===== config.mk =====
export PLATFORM = sky130hd
export DESIGN_NAME = regset_write_arbiter
export DESIGN_NICKNAME = d
export VERILOG_FILES = /design/src/rtl/regset_write_arbiter.sv
export SDC_FILE = /design/constraint.sdc
export NUM_CORES = 1
export LEC_CHECK = 0
export CELL_PAD_IN_SITES_DETAIL_PLACEMENT = 2
export CELL_PAD_IN_SITES_GLOBAL_PLACEMENT = 2
export CORE_MARGIN = 5
export CORE_UTILIZATION = 37
export CTS_BUF_LIST = sky130_fd_sc_hd__clkbuf_4
export DETAILED_ROUTE_END_ITERATION = 7
export DONT_BUFFER_PORTS = 1
export GPL_ROUTABILITY_DRIVEN = 0
export HOLD_SLACK_MARGIN = 0.06
export MAX_ROUTING_LAYER = met4
export PLACE_DENSITY = 0.95
export SYNTH_ARGS = -nofsm -noshare
export SYNTH_HDL_FRONTEND = slang
export SYNTH_SLANG_ARGS = --single-unit
export TNS_END_PERCENT = 5

===== constraint.sdc =====
create_clock -name clk -period 7.9 [get_ports clk]
set_clock_uncertainty 0.05 [all_clocks]
set_input_delay 1.58 -clock clk [delete_from_list [all_inputs] [get_ports clk]]
set_output_delay 1.58 -clock clk [all_outputs]
set_load 0.01 [all_outputs]

===== src/rtl/regset_write_arbiter.sv =====
// regset_write_arbiter: round-robin arbiter for the register set's single write port, with optional post-reset clear
// Ports: clk; res (sync, active-low); req_valid/req_ready/req_data/req_reg per requester;
//        write/write_reg/write_enable registered towards the register set; busy while clearing.
// Build option: define REGSET_CLEAR_EN to zero registers 1..RegisterCount-1 after every reset.
`ifndef REGISTER_COUNT
`define REGISTER_COUNT 32
`endif
module regset_write_arbiter #(
    parameter int RegisterCount = `REGISTER_COUNT,
    parameter int Requesters = 3,
    parameter int Width = 32,
    parameter int RegBits = $clog2(RegisterCount),
    parameter int PtrBits = $clog2(Requesters)
) (
    input  logic                          clk,
    input  logic                          res,
    input  logic [Requesters-1:0]         req_valid,
    output logic [Requesters-1:0]         req_ready,
    input  logic [Requesters*Width-1:0]   req_data,
    input  logic [Requesters*RegBits-1:0] req_reg,
    output logic [Width-1:0]              write,
    output logic [RegBits-1:0]            write_reg,
    output logic                          write_enable,
    output logic                          busy
);
    logic [PtrBits-1:0] ptr, sel;
    logic               found, run;
    logic [RegBits-1:0] sel_reg, clr_reg;
    logic [Width-1:0]   sel_data;
`ifdef REGSET_CLEAR_EN
    typedef enum logic {CLEAR, RUN} state_t;
    state_t state, state_n;
    logic [RegBits-1:0] cnt;
    always_ff @(posedge clk) state <= res ? state_n : CLEAR;
    always_comb state_n = (state == CLEAR && cnt == RegBits'(RegisterCount - 1)) ? RUN : state;
    always_ff @(posedge clk) cnt <= !res ? RegBits'(1) : run ? cnt : cnt + 1'b1;
    assign run = state == RUN;
    assign clr_reg = cnt;
`else
    assign run = 1'b1;
    assign clr_reg = '0;
`endif
    assign busy = !run;
    // First valid requester at or after the pointer, wrapping around.
    always_comb begin
        int j;
        j = 0;
        found = 1'b0;
        sel = '0;
        for (int k = 0; k < Requesters; k++) begin
            j = int'(ptr) + k;
            if (j >= Requesters) j -= Requesters;
            if (!found && req_valid[j]) begin
                found = 1'b1;
                sel = PtrBits'(j);
            end
        end
    end
    assign req_ready = (run && found) ? Requesters'(1) << sel : '0;
    assign sel_data = req_data[int'(sel)*Width +: Width];
    assign sel_reg = req_reg[int'(sel)*RegBits +: RegBits];
    always_ff @(posedge clk) begin
        if (!res) begin
            write_enable <= 1'b0;
            write <= '0;
            write_reg <= '0;
            ptr <= '0;
        end else if (busy) begin
            write_enable <= 1'b1;
            write <= '0;
            write_reg <= clr_reg;
        end else if (found) begin
            // Writes to register 0 are accepted but never strobed.
            write_enable <= sel_reg != '0;
            write <= sel_data;
            write_reg <= sel_reg;
            ptr <= (sel == PtrBits'(Requesters - 1)) ? '0 : sel + 1'b1;
        end else begin
            write_enable <= 1'b0;
        end
    end
endmodule

==> results.md <==
* First-pass GRT wire length at 11900 um
* Max-slew headroom at 52.2%
* Crit-path max cell delay at 330 ps
* CTS buffer count at 5
* Syn avg cell area at 8.68 sq um
* Starting density of the core at 37.7%
* Setup Fix Bufs, Post-CTS at 0
* Switching part of the total at 46.7%
* Ant diodes at 0
* IO Pins at 158
* Fin Setup TNS at 0 ps
* PD cells at 464 nW/um^2
* R2r startpoint: ptr[0]
* Post-synth EDFFs at 0
* Dpl ws at 3570 ps
* Final std cells w/o fill at 338
* DRC errors left at 0
* Post-synthesis sequential area ratio at 33.8%
* Worst path cell trace: nand3b_1 -> o21ai_1 -> o31ai_4 -> inv_1 -> nor3_1
* Hold_buf cts at 0
* CTS tree: yes
* Placed cell count at 331
* DRT iter0 DRCs at 61
* Largest cells by area after synthesis: dfxtp_1, mux2i_1, a22o_1, nand2_1, o21ai_1
* Clock slew at reported path FFs at 110 ps
* P&R area growth vs syn at 2.91%
* Crit-path max FO at 6
* Cell Rows at 29
* Least-Margin Pin Slew at 713 ps
* Final worst slack at 3600 ps
* Post-CTS resize count at 0
* Post-Syn Nets at 393
* RSZ-0062 raised after global routing: false
* Initial antenna violation count at 0
* Hold Path Class: reg -> reg
* Count of final max-slew check failures at 0
* Peak VDD IR at 0.188 mV
* Routed Antenna Nets at 0
* Core area at 6280 sq um
* DR WL/cell at 21.7 um
* Cell Int Power at 603 uW
* Unique masters post-synth at 37
* Number of flip-flops in the largest register at 37
* Max Root-Sink Buffers at 2
* Syn. warnings at 0
* Req. time, crit path at 6270 ps
* Pin count of the biggest net entering global routing at 71
* Full die area at 8100 sq um
* H-Tree Level Count at 2
* Vias/cell at 6.14
* Skew-Pair Late Insertion Delay at 330 ps
* Die W at 90.0 um
* Vias in the first global route at 2334
* Leak at 0.00107 uW
* Root Buffer: clkbuf_4
* Final WL at 7350 um
* Drt pass-1 iters at 4
* CP Capture Type: primary output
* Share of cells above drive strength 1 at 6.90%
* Area leader, netlist: dfxtp_1
* Crit path kind: in -> out
* Cell count after synthesis at 273
* Post-Syn Area at 2370 sq um
* Critical Path AT at 2670 ps
* NumNets Final at 381
* Power, Total at 1130 uW
* Logic pwr share at 58.1%
* DP HPWL at 5650 um
* CTS sink cnt at 40
* Period utilization at 54.4%
* Synth Flop Type: dfxtp_1
* Max Cap Violations at 0
* Final setup fails at 0
* Startpoint types: input pin
* GR Util All Layers at 17.9%
* Max Fclk at 233 MHz
* Sequential fraction of design power at 32.9%
* Share of the synthesized area in the top cell type at 33.8%
* Via Count at 2074
* Crit path time final at 4300 ps
* Asr flop ratio synth at 0%
* Status: finished, final reports clean
* Die height at 90.0 um
* GR Overflow Total at 0
* Port bufs at 0
* Switching power at 529 uW
* Clock network power share at 9.0%
* Critical Path Source: req_valid[2]
* #FFs+latches synth at 40
* Slowest stage cell, crit path: nor3_1
* Final Hold Viols at 0
* Hold Path Origin: write_reg[3]
[cells by family (layout without fill, tap and decap cells)]
group,Yosys count,count (layout),synth area share [%]
AOI/OAI and AO/OA,92,92,27.9
buffers and inverters,28,16,6.07
and+or+nand+nor,67,67,12.6
muxes,41,41,17.3
other,1,1,0.158
adders and majority gates,4,4,2.11
DFF,40,40,33.8
[Yosys cell counts, types with 2 or more instances]
master	number
a211o_1	3
a21boi_1	3
a21o_1	2
a21oi_1	4
a22o_1	34
and2_1	2
and3_1	2
buf_2	7
buf_4	2
buf_6	3
clkbuf_1	12
dfxtp_1	40
ha_1	4
inv_1	4
mux2i_1	41
nand2_1	41
nand2b_1	2
nor2_1	11
nor2b_1	3
o21ai_0	18
o21ai_1	19
[power by group through the flow]
stage / sequential (uW) / combinational (uW) / clock [uW]
after floorplan: 355 / 567 / 0
after global placement: 376 / 628 / 0
after detailed placement: 378 / 669 / 0
after CTS: 375 / 671 / 108
after global routing: 381 / 735 / 116
final: 372 / 658 / 102
[cell usage in the layout, fill, tap and decap left out, types with 3 or more instances in the layout]
| cell type | count |
|---|---|
| a21oi_1 | 3 |
| o21ai_1 | 19 |
| a21boi_1 | 3 |
| buf_4 | 5 |
| nand2_1 | 41 |
| a211o_1 | 3 |
| mux2i_1 | 41 |
| o21ai_0 | 18 |
| ha_1 | 4 |
| dfxtp_1 | 40 |
| a22o_1 | 34 |
| inv_1 | 4 |
| nor2_1 | 11 |
| clkbuf_4 | 6 |
[routing by layer]
metal | GRT usage (%) | up-vias | part of all wire [%]
met2 | 33.8 | 90 | 55
met3 | 4.67 | 18 | 6.6
met5 | - | - | 0
met4 | 6.33 | 0 | 2.2
met1 | 17.5 | 1007 | 36
li1 | - | 959 | -
[layout make-up]
type | instances | area (sq um)
multi-input combinational | 205 | 1440
clock inverter | 1 | 5.00
fill | 726 | 3840
tap | 77 | 96.3
sequential | 40 | 801
timing repair buffer | 5 | 37.5
clock buffer | 6 | 45.0
inverter | 4 | 15.0
[through the flow]
step / instance area [sq um] / utilization [%] / hold slack (ps)
final: 2440 / 38.8 / 472
after detailed placement: 2390 / 38.0 / 461
after global routing: 2440 / 38.8 / 501
after global placement: 2390 / 38.0 / 442
after CTS: 2440 / 38.8 / 478
after floorplan: 2370 / - / 425
[worst paths after layout]
kind                        to  slack [ps]  cells after the start
hold / removal    write_reg[3]         470                      2
hold reg to reg   write_reg[3]         470                      2
setup / recovery  req_ready[0]        3600                      5
setup reg to reg  write_enable        4720                      9
[critical path: cells and delay by family]
family,cells,cell delay [ps]
and+or+nand+nor,2,510
AOI/OAI and AO/OA,2,480
buffers and inverters,1,90
No activity file was read; power rests on OpenSTA's default activity.
